===== src/rtl/seg_scan_driver.sv =====
// Four-digit multiplexed 7-segment driver that follows an upstream one-hot scan ring.
// It buffers a pending BCD value until the frame boundary and drops to blank/fault on phase errors.
module seg_scan_driver #(
  parameter int unsigned ERR_LIMIT = 3,
  parameter bit          LZ_BLANK  = 1'b1
) (
  input  logic        clk,
  input  logic        reset,
  input  logic [3:0]  phase_in,
  input  logic [15:0] data_in,
  input  logic        load_valid,
  output logic        load_ready,
  output logic [3:0]  an_out,
  output logic [6:0]  seg_out,
  output logic        frame_done,
  output logic        phase_err,
  output logic [1:0]  err_cnt
);

  typedef enum logic [1:0] {StWaitSync, StRun, StFault} state_e;

  localparam logic [1:0] ErrLimit = 2'(ERR_LIMIT);

  state_e      state_q, state_d;
  logic [3:0]  prev_q, prev_d;
  logic [15:0] disp_q, disp_d;
  logic [15:0] pend_q, pend_d;
  logic        pend_full_q, pend_full_d;
  logic [3:0]  an_q, an_d;
  logic [6:0]  seg_q, seg_d;
  logic        frame_done_q, frame_done_d;
  logic        phase_err_q, phase_err_d;
  logic [1:0]  err_cnt_q, err_cnt_d;

  logic       is_stall, is_step, is_bad, is_boundary;
  logic [1:0] err_inc;
  logic [3:0] digit_val;
  logic       digit_lz;
  logic [6:0] digit_seg;
  logic       lz3, lz2, lz1;

  function automatic logic [6:0] bcd_to_seg(input logic [3:0] d);
    case (d)
      4'd0:    return 7'h40;
      4'd1:    return 7'h79;
      4'd2:    return 7'h24;
      4'd3:    return 7'h30;
      4'd4:    return 7'h19;
      4'd5:    return 7'h12;
      4'd6:    return 7'h02;
      4'd7:    return 7'h78;
      4'd8:    return 7'h00;
      4'd9:    return 7'h10;
      default: return 7'h7F;
    endcase
  endfunction

  assign is_stall    = (phase_in == prev_q);
  assign is_step     = (phase_in == {prev_q[2:0], prev_q[3]});
  assign is_bad      = (state_q == StRun) && !is_stall && !is_step;
  assign is_boundary = (state_q == StRun) && is_step && (prev_q == 4'b1000);
  assign err_inc     = (err_cnt_q == 2'd3) ? 2'd3 : err_cnt_q + 2'd1;
  assign load_ready  = ~pend_full_q;

  always_ff @(posedge clk) begin
    if (reset) begin
      state_q      <= StWaitSync;
      prev_q       <= 4'b0001;
      disp_q       <= '0;
      pend_q       <= '0;
      pend_full_q  <= 1'b0;
      an_q         <= 4'hF;
      seg_q        <= 7'h7F;
      frame_done_q <= 1'b0;
      phase_err_q  <= 1'b0;
      err_cnt_q    <= '0;
    end else begin
      state_q      <= state_d;
      prev_q       <= prev_d;
      disp_q       <= disp_d;
      pend_q       <= pend_d;
      pend_full_q  <= pend_full_d;
      an_q         <= an_d;
      seg_q        <= seg_d;
      frame_done_q <= frame_done_d;
      phase_err_q  <= phase_err_d;
      err_cnt_q    <= err_cnt_d;
    end
  end

  always_comb begin
    state_d = state_q;
    case (state_q)
      StWaitSync: if (phase_in == 4'b0001) state_d = StRun;
      StRun:      if (is_bad) state_d = (err_inc >= ErrLimit) ? StFault : StWaitSync;
      StFault:    state_d = StFault;
      default:    state_d = StWaitSync;
    endcase
  end

  // Load and boundary never collide: a load needs pend empty, a copy needs it full.
  always_comb begin
    pend_d      = pend_q;
    pend_full_d = pend_full_q;
    disp_d      = disp_q;
    if (load_valid && load_ready) begin
      pend_d      = data_in;
      pend_full_d = 1'b1;
    end
    if (is_boundary && pend_full_q) begin
      disp_d      = pend_q;
      pend_full_d = 1'b0;
    end
  end

  assign lz3 = (disp_d[15:12] == 4'd0);
  assign lz2 = lz3 && (disp_d[11:8] == 4'd0);
  assign lz1 = lz2 && (disp_d[7:4] == 4'd0);

  // Decode from disp_d so the boundary digit already shows the freshly copied value.
  always_comb begin
    digit_val = disp_d[3:0];
    digit_lz  = 1'b0;
    case (phase_in)
      4'b0010: begin digit_val = disp_d[7:4];   digit_lz = lz1; end
      4'b0100: begin digit_val = disp_d[11:8];  digit_lz = lz2; end
      4'b1000: begin digit_val = disp_d[15:12]; digit_lz = lz3; end
      default: ;
    endcase
    digit_seg = (LZ_BLANK && digit_lz) ? 7'h7F : bcd_to_seg(digit_val);
  end

  always_comb begin
    prev_d       = prev_q;
    an_d         = an_q;
    seg_d        = seg_q;
    frame_done_d = 1'b0;
    err_cnt_d    = err_cnt_q;
    case (state_q)
      StWaitSync: begin
        if (phase_in == 4'b0001) begin
          prev_d = 4'b0001;
          an_d   = 4'b1110;
          seg_d  = digit_seg;
        end else begin
          an_d  = 4'hF;
          seg_d = 7'h7F;
        end
      end
      StRun: begin
        if (is_stall) begin
          prev_d = prev_q;
        end else if (is_step) begin
          prev_d       = phase_in;
          an_d         = ~phase_in;
          seg_d        = digit_seg;
          frame_done_d = is_boundary;
        end else begin
          err_cnt_d = err_inc;
          an_d      = 4'hF;
          seg_d     = 7'h7F;
        end
      end
      default: begin
        an_d  = 4'hF;
        seg_d = 7'h7F;
      end
    endcase
    phase_err_d = (state_d == StFault);
  end

  assign an_out     = an_q;
  assign seg_out    = seg_q;
  assign frame_done = frame_done_q;
  assign phase_err  = phase_err_q;
  assign err_cnt    = err_cnt_q;

endmodule


===== config.mk =====
export PLATFORM = sky130hd
export DESIGN_NAME = seg_scan_driver
export DESIGN_NICKNAME = d
export VERILOG_FILES = /design/src/rtl/seg_scan_driver.sv
export SDC_FILE = /design/constraint.sdc
export NUM_CORES = 1
export LEC_CHECK = 0
export ABC_AREA = 1
export CORE_ASPECT_RATIO = 0.75
export CORE_MARGIN = 1
export CORE_UTILIZATION = 45
export CTS_BUF_LIST = sky130_fd_sc_hd__clkbuf_4
export DETAILED_ROUTE_END_ITERATION = 10
export GPL_TIMING_DRIVEN = 0
export MAX_ROUTING_LAYER = met4
export PLACE_DENSITY_LB_ADDON = 0.15
export SLEW_MARGIN = 5
export SYNTH_ARGS = -nofsm -noshare
export SYNTH_HDL_FRONTEND = slang
export SYNTH_SLANG_ARGS = --single-unit

===== constraint.sdc =====
create_clock -name clk -period 3.03 [get_ports clk]
set_clock_uncertainty 0.15 [all_clocks]
set_input_delay 0.606 -clock clk [delete_from_list [all_inputs] [get_ports clk]]
set_output_delay 0.606 -clock clk [all_outputs]
set_load 0.01 [all_outputs]

# == After elaboration in Yosys (flattened, before gate mapping) ==
# Memory sizes are Yosys's and may differ from the RTL's.
# Cells that the tools add are included.
# classes
n_bitwise,5
magnitude_cmp,1
n_reduce_logical,19
n_mux,21
n_eq_ne,14
n_addsub,1
# op_table
operator,n
$mux 7,4
$mux 4,5
$mux 16,1
$pmux 4 s2,2
$pmux 7 s2,1
$logic_not 4->1,3
$pmux 4 s3,1
$eq 4x4->1,2
$eq 4x4->1 const B,2
$logic_and 1x1->1,8
$mux 2,4
$eq 2x2->1 const B,3
$ne 2x2->1 const B,3
$pmux 2 s3,1
$eq 4x1->1 const B,1
$eq 4x2->1 const B,1
$eq 4x3->1 const B,1
$not 1->1,4
$not 4->4,1
$reduce_and 4->1,1
$reduce_or 4->1,1
$pmux 1 s3,1
$reduce_and 3->1,1
$add 2x1->2 const B,1
other kinds (7),8
# totals
out_inout_bits,16
mem_count,1
input_bits,23
romBits,112
regBits,54
word_cells,72
# mem_list
memory,depth,width,read_ports,rd_ports_with_merged_regs,wr,line_no,rtl
(no name shown),16,7,1,0,0,43,case (d)

# == Logic depth before layout (Yosys ltp) ==
# Gate-level depths: netlist of the first run.
# depth
ltp_word,13
ltp_mapped,21
ltp_nobuf,19

# == Least setup slack after synthesis of the first run ==
# No wires, ideal clock.
# synth_path
path_type,input to register
start,in phase_in[1]
end,"reg seg_q[3], in the netlist seg_out[3]"
required_time_ps,2765
arrival_ps,2487
stages,20
path_slack_ps,278
path_buffers,2
setup_ps,115
path_cell_list,buf_2 -> inv_2 -> nand2_1 -> nand2_1 -> nor2_1 -> nand4_4 -> buf_6 -> o21ai_1 -> nand2_1 -> nand2_1 -> inv_1 -> nand2_1 -> inv_1 -> ha_1 -> inv_1 -> nand2_1 -> nand3_1 -> nand4_1 -> nand2_1 -> nand2_1
# synth_between
elab_chain_cells,13
word_cells_on_any_way,24
cone_classes,7 x eq/ne; 8 x mux; 8 x reduce/logical; 1 x memory
# synth_rtl
item,line_no,rtl
"start, declared",9,"input logic [3:0] phase_in,"
branches (longest 13 deep; another with $mem_v2 16x7),-,
"end signal, assigned",84,seg_q <= seg_d;
"end, declared",30,"logic [6:0] seg_q, seg_d;"
# Parallel ways; which one is timed is not known. The select of a mux whose other input is x is not followed.
# A chain may end at the register's enable or synchronous reset.

# == Worst setup path in the final report of the first run ==
# layout_path
start,reg prev_q[3]
end,"reg seg_q[3], in the netlist seg_out[3]"
# layout_between
elab_chain_cells,13
word_cells_on_any_way,21
cone_classes,4 x eq/ne; 8 x mux; 8 x reduce/logical; 1 x memory
# layout_rtl
item,line_no,rtl
"start, declared",25,"logic [3:0] prev_q, prev_d;"
"start signal, assigned",79,prev_q <= prev_d;
branches (longest 13 deep; another with $mem_v2 16x7),-,
# Parallel ways; which one is timed is not known. The select of a mux whose other input is x is not followed.

==> impl_metrics.toml, run 1 <==
[yosys]
yosysTopAreaCellShare = 0.3960
synth_area_um2 = 2730
yosys_warnings = 0
syn-instance-count = 386
ys_types = 35
synth-seq-area-share = 0.3960
syn_nets = 415
avgSynthCellArea_um2 = 7.073
ys_ff_latch = 54
synth_area_leader_cell = "dfxtp_1"
synthTopCellsByArea = "dfxtp_1 (40%), nand2_1 (13%), nor2_1 (6.2%)"

[cts]
cts_inserted_buffers = 5
clock_latency_ns = 0.39
cts_setup_buffers = 0
cts_sinks = 54
clk_pin_slew_ns = 0.18
root_buffer = "clkbuf_4"
cts_buffer_depth = 2
cts_tree = "built"
h-tree-depth = 2

[sta]
setup_violations = 0
rsz0062_at_grt = "no"
slew_headroom = 0.6448
finalCritPeriodShare = 0.9088
fin_crit_ns = 2.754
slew_violations = 0
setup_slack_ns = 0.2764
fmax_mhz = 363.2
hold_viol_final = 0
worst_slew_pin_slew_ns = 0.5308

[routing]
wl_met3_um = 306
dr_total_vias = 2545
ant_nets = 0
drt_first_pass_iters = 4
dr.first_iter.drc_count = 71
routedLengthMet1_um = 3138
wire_per_inst_um = 12.13
vias_per_cell = 5.020
drcViolationCount = 0
routed_wl_um = 6152
wl_met2_um = 2635
highest_layer = "met4"

[power]
peakVddDrop_uv = 265.3
power_density_nw_per_um2 = 397.0
p_leak_nw = 1.494
finalPower_w = 0.001289

[worst_setup_path]
critPathRequiredTime_ns = 3.18
cp_max_fo = 10
end_kind = "flop"
rr_startpoint = "prev_q[3]$_SDFFE_PP0P_"
cp.arrival_ns = 2.90
crit_type = "flop to flop"
reg2reg_to = "seg_out[3]$_SDFFE_PP1N_"
startpoint_type = "flop"
r2r_cells = 19
rrSetupSlack_ns = 0.28

[die]
dieArea_um2 = 6386
ioPinCount = 39
initial_utilization = 0.4686
dieWidth_um = 91.94
core-area_um2 = 5826
die_y_um = 69.46
std_cell_rows = 24

[grt]
grt_pass1_wl_um = 10640
antenna_found_initial = 0
grt_use_total = 0.2144
grt_pass1_vias = 2337
grt-ovfl-total = 0
grt_max_degree = 19

[place]
pre_cts_ws_ns = -0.5130
dp_hpwl_um = 4821
gp_congestion = 0.8602
port_buffers = 35

[worst_hold_path]
hold_path_class = "flop to flop"
hold_path_depth = 2
holdCritStartpoint = "disp_q[13]$_SDFF_PP0_"
hold_end = "disp_q[13]$_SDFF_PP0_"

[cells_and_area]
regArea_um2 = 1082
multi_input_area_um2 = 1418
diodes = 0
fill_cells = 598
area_growth_pct = 18.93
finish.net_count = 457
drive_above_1_share = 0.1166

[status]
status = "finished clean"

[job]
cap_viol_max_count = 0
## power breakdown
part           internal, W  switching (W)  total (W)
combinational    0.0000763       0.000108   0.000184
sequential        0.000739      0.0000176   0.000756
clock            0.0000975       0.000251   0.000348
total             0.000913       0.000376    0.00129
## worst max path at each step
| stage | from | to | slack (ns) | cells after the start |
|---|---|---|---|---|
| 2_1_floorplan | phase_in[1] | seg_out[3]$_SDFFE_PP1N_ | 0.28 | 20 |
| 3_3_place_gp | phase_in[0] | seg_out[3]$_SDFFE_PP1N_ | -0.52 | 20 |
| 3_5_place_dp | phase_in[0] | seg_out[3]$_SDFFE_PP1N_ | -0.51 | 20 |
| 4_1_cts | phase_in[0] | seg_out[3]$_SDFFE_PP1N_ | 0.22 | 20 |
| 5_1_grt | prev_q[3]$_SDFFE_PP0P_ | seg_out[3]$_SDFFE_PP1N_ | 0.002 | 19 |
| 6_report | prev_q[3]$_SDFFE_PP0P_ | seg_out[3]$_SDFFE_PP1N_ | 0.28 | 19 |
## sequential cells by signal, indices dropped and copies added (netlist names)
| signal | cells |
|---|---|
| seg_out | 7 |
| err_cnt | 2 |
| prev_q | 4 |
| state_q | 2 |
| frame_done | 1 |
| an_out | 4 |
| phase_err | 1 |
| pend_q | 16 |
| disp_q | 16 |
| pend_full_q | 1 |
## stage by stage
| step | hold WS, ns | instances | TNS, ns | utilization | area, um2 |
|---|---|---|---|---|---|
| 3_5_place_dp | 0.3029 | 499 | -2.707 | 0.5455 | 3178 |
| 2_1_floorplan | 0.2792 | 386 | 0 | - | 2730 |
| 5_1_grt | 0.3410 | 507 | 0 | 0.5573 | 3247 |
| 6_report | 0.3231 | 507 | 0 | 0.5573 | 3247 |
| 4_1_cts | 0.3263 | 507 | 0 | 0.5573 | 3247 |
| 3_3_place_gp | 0.2996 | 499 | -2.577 | 0.5455 | 3178 |
## final cells by class
| cell class | instances | share of cell area |
|---|---|---|
| sequential | 54 | 0.3333 |
| inverter | 44 | 0.05087 |
| clock buffer | 5 | 0.01156 |
| buffer | 15 | 0.02389 |
| tap | 78 | 0.03006 |
| clock inverter | 3 | 0.007322 |
| timing repair buffer | 35 | 0.1064 |
| multi-input combinational | 273 | 0.4366 |
## layout by cell type, fill, tap and decap left out, drive strengths merged
master         Yosys  routed
o22ai              3       3
a21oi             27      27
xor2               5       5
clkinv             1       2
o21ai             31      31
o211ai             1       1
nand4             16      16
or2                3       3
inv               43      45
clkdlybuf4s50      0      34
a31oi              1       1
nand2            108     108
nand3             13      13
nor3               3       3
ha                 6       6
clkbuf             8      14
buf                7       7
nor4               1       1
xnor2              3       3
nor2              50      50
dfxtp             54      54
a211oi             1       1
o21a               1       1
## per-layer routing
layer,global-route usage,vias to the layer above
li1,-,1317
met1,0.3028,1166
met2,0.3201,55
met3,0.03618,7
met4,0.05208,0
met5,-,-
## kinds of logic after synthesis
| logic type | synth area share |
|---|---|
| DFF | 0.3960 |
| AOI/OAI and AO/OA | 0.1265 |
| buffers and inverters | 0.08891 |
| adders and majority gates | 0.02750 |
| xor gates and xnor gates | 0.02567 |
| and+or+nand+nor | 0.3355 |
## timing repair
item                       CTS  global route
pin swaps                    0             1
setup endpoints to repair    1             1
hold buffers                 0             0
gates resized for setup      3             4
## cell usage after synthesis, drive strengths merged
cell type,instances
xnor2,3
a211oi,1
inv,43
o21a,1
a21oi,27
a31oi,1
o22ai,3
xor2,5
nor3,3
dfxtp,54
o211ai,1
ha,6
nand3,13
nand2,108
clkbuf,8
clkinv,1
o21ai,31
or2,3
nor2,50
buf,7
nor4,1
nand4,16
## critical path, cell delays in order (launching register included)
cell	delay (ns)
dfxtp_2	0.41
inv_2	0.06
nor2_2	0.10
nand2_2	0.10
nor2_8	0.20
nand4_4	0.15
buf_6	0.18
o21ai_1	0.19
nand2_1	0.07
nand2_1	0.08
inv_1	0.03
nand2_1	0.11
inv_1	0.11
ha_1	0.31
inv_1	0.06
nand2_1	0.06
nand3_1	0.09
nand4_1	0.08
nand2_1	0.07
nand2_1	0.05
(Power assumes the default switching activity.)
==> run 2: changes to the inputs <==
Settings changed: DONT_BUFFER_PORTS set to 1.
==> run 2 against run 1 <==
  * Power down 4.4%
  * Via count down 7.0%
  * Final cell count down 7.1%
  * Critical path depth down 1
  * Sequential cell count unchanged
  * First-iteration DRC count up 65%
  * Worst setup slack better by 0.0018 ns
  * Count of clock-buffer cells in the layout up 1
  * Critical endpoint unchanged
  * Largest cell class unchanged
  * Largest power group unchanged
==> impl_metrics.toml, run 2 (synthesis gave the netlist of run 1 again) <==
[power]
power_density_nw_per_um2 = 426.2
p_leak_nw = 1.346
peakVddDrop_uv = 190.6

[sta]
fmax_mhz = 363.4
finalCritPeriodShare = 0.9082
slew_headroom = 0.6219
fin_setup_tns_ns = 0
whs_ns = 0.2460
slew_violations = 0
setup_violations = 0
hold_viol_final = 0
fin_crit_ns = 2.752
worst_slew_pin_slew_ns = 0.5671

[place]
gp_congestion = 0.8812
dp_hpwl_um = 4746
port_buffers = 0

[cells_and_area]
diodes = 0
finish.net_count = 422
drive_above_1_share = 0.1221
most-common-layout-cells = "nand2_1 (96), dfxtp_1 (53), nor2_1 (45), inv_1 (35), a21oi_1 (27)"
final_common_cell = "nand2_1"
area_growth_pct = 5.866
post-route-util = 0.4961

[cts]
cts_sinks = 54
root_buffer = "clkbuf_4"
cts_buffer_depth = 2
clock_latency_ns = 0.37
clk_pin_slew_ns = 0.16
cts_inserted_buffers = 5
hold_buffers = 0
cts_tree = "built"
h-tree-depth = 2

[die]
ioPinCount = 39
core-area_um2 = 5826
initial_utilization = 0.4686
std_cell_rows = 24
dieWidth_um = 91.94
die_y_um = 69.46
dieArea_um2 = 6386

[grt]
grtUsageMet1 = 0.2986
grt_use_total = 0.2138
grt_pass1_vias = 2312
use_met2 = 0.3126
antenna_found_initial = 0
use_met3 = 0.04386
grt_max_degree = 16
grt-ovfl-total = 0
grt_pass1_wl_um = 10560
busiest_layer = "met2"

[worst_setup_path]
startpoint_type = "flop"
crit_path_end = "seg_out[3]$_SDFFE_PP1N_"
end_kind = "flop"
r2r_cells = 18
rr_startpoint = "prev_q[1]$_SDFFE_PP0P_"
cp.arrival_ns = 2.89
startpoint = "prev_q[1]$_SDFFE_PP0P_"
crit_type = "flop to flop"
reg2reg_to = "seg_out[3]$_SDFFE_PP1N_"
rrSetupSlack_ns = 0.28
critPathRequiredTime_ns = 3.17
cp_max_fo = 10

[routing]
vias_per_cell = 5.025
routed_wl_um = 6071
drcViolationCount = 0
dr_total_vias = 2367
drt_first_pass_iters = 4
wire_per_inst_um = 12.89
ant_nets = 0
dr.first_iter.drc_count = 117

[worst_hold_path]
hold_path_class = "input pin to flop"
hold_path_depth = 2

[job]
cap_viol_max_count = 0

[status]
status = "finished clean"
## run 2: cell types whose count changed in the layout (fill, tap and decap cells not counted)
cell / change
nor2_2: -1
clkinvlp_4: +1
nor2_1: +1
clkbuf_4: +1
clkbuf_2: -1
clkinv_1: -1
inv_6: -1
inv_8: -1
clkdlybuf4s50_1: -34
## run 2: stage by stage
stage	power [W]	instance area, um2	setup slack [ns]	instances
after CTS	0.001239	2880	0.2425	471
after global placement	0.0009155	2828	-0.03857	464
after floorplan	0.0008843	2730	0.2777	386
final	0.001232	2890	0.2781	471
after global routing	0.001298	2890	-0.0001947	471
after detailed placement	0.0009181	2828	-0.04509	464
## run 2: layer usage
layer | wire length, um | up-vias
met4 | 49 | 0
met3 | 245 | 4
met1 | 3233 | 1079
li1 | - | 1248
met5 | 0 | -
met2 | 2542 | 36
## run 2: final cells by class
cell class,instances,area (um2)
multi-input cells,273,1415
clock inverters,1,7.507
clock buffers,6,45.04
well taps,78,97.59
fillers,609,2935
plain buffers,15,77.57
inverters,44,165.2
flip-flops and latches,54,1082
## run 2: power breakdown
part / internal [W] / switching [W] / leakage [nW] / total, W
clock network: 0.0000963 / 0.000232 / 0.0278 / 0.000328
registers: 0.000739 / 0.0000205 / 0.441 / 0.000759
logic: 0.0000465 / 0.0000978 / 0.877 / 0.000144
## run 2: critical path, stage by stage (launching register included)
cell	delay [ns]
dfxtp_1	0.41
nor2_1	0.14
nand2_2	0.11
nor2_8	0.21
nand4_4	0.15
buf_6	0.18
o21ai_1	0.20
nand2_1	0.07
nand2_1	0.08
inv_1	0.04
nand2_1	0.11
inv_1	0.11
ha_1	0.30
inv_1	0.06
nand2_1	0.06
nand3_1	0.09
nand4_1	0.08
nand2_1	0.07
nand2_1	0.04
## run 2: how the worst min path moves through the flow
stage	from	endpoint	slack [ns]
2_1_floorplan	pend_q[0]$_SDFFE_PP0P_	pend_q[0]$_SDFFE_PP0P_	0.28
3_3_place_gp	pend_q[8]$_SDFFE_PP0P_	pend_q[8]$_SDFFE_PP0P_	0.30
3_5_place_dp	pend_q[0]$_SDFFE_PP0P_	pend_q[0]$_SDFFE_PP0P_	0.31
4_1_cts	data_in[14]	pend_q[14]$_SDFFE_PP0P_	0.24
5_1_grt	data_in[14]	pend_q[14]$_SDFFE_PP0P_	0.23
6_report	data_in[14]	pend_q[14]$_SDFFE_PP0P_	0.25
## run 2: repair_timing
| action | 4_1_cts | 5_1_grt |
|---|---|---|
| buffers inserted | 0 | 0 |
| setup endpoints to repair | 0 | 1 |
| gates resized for setup | 0 | 3 |
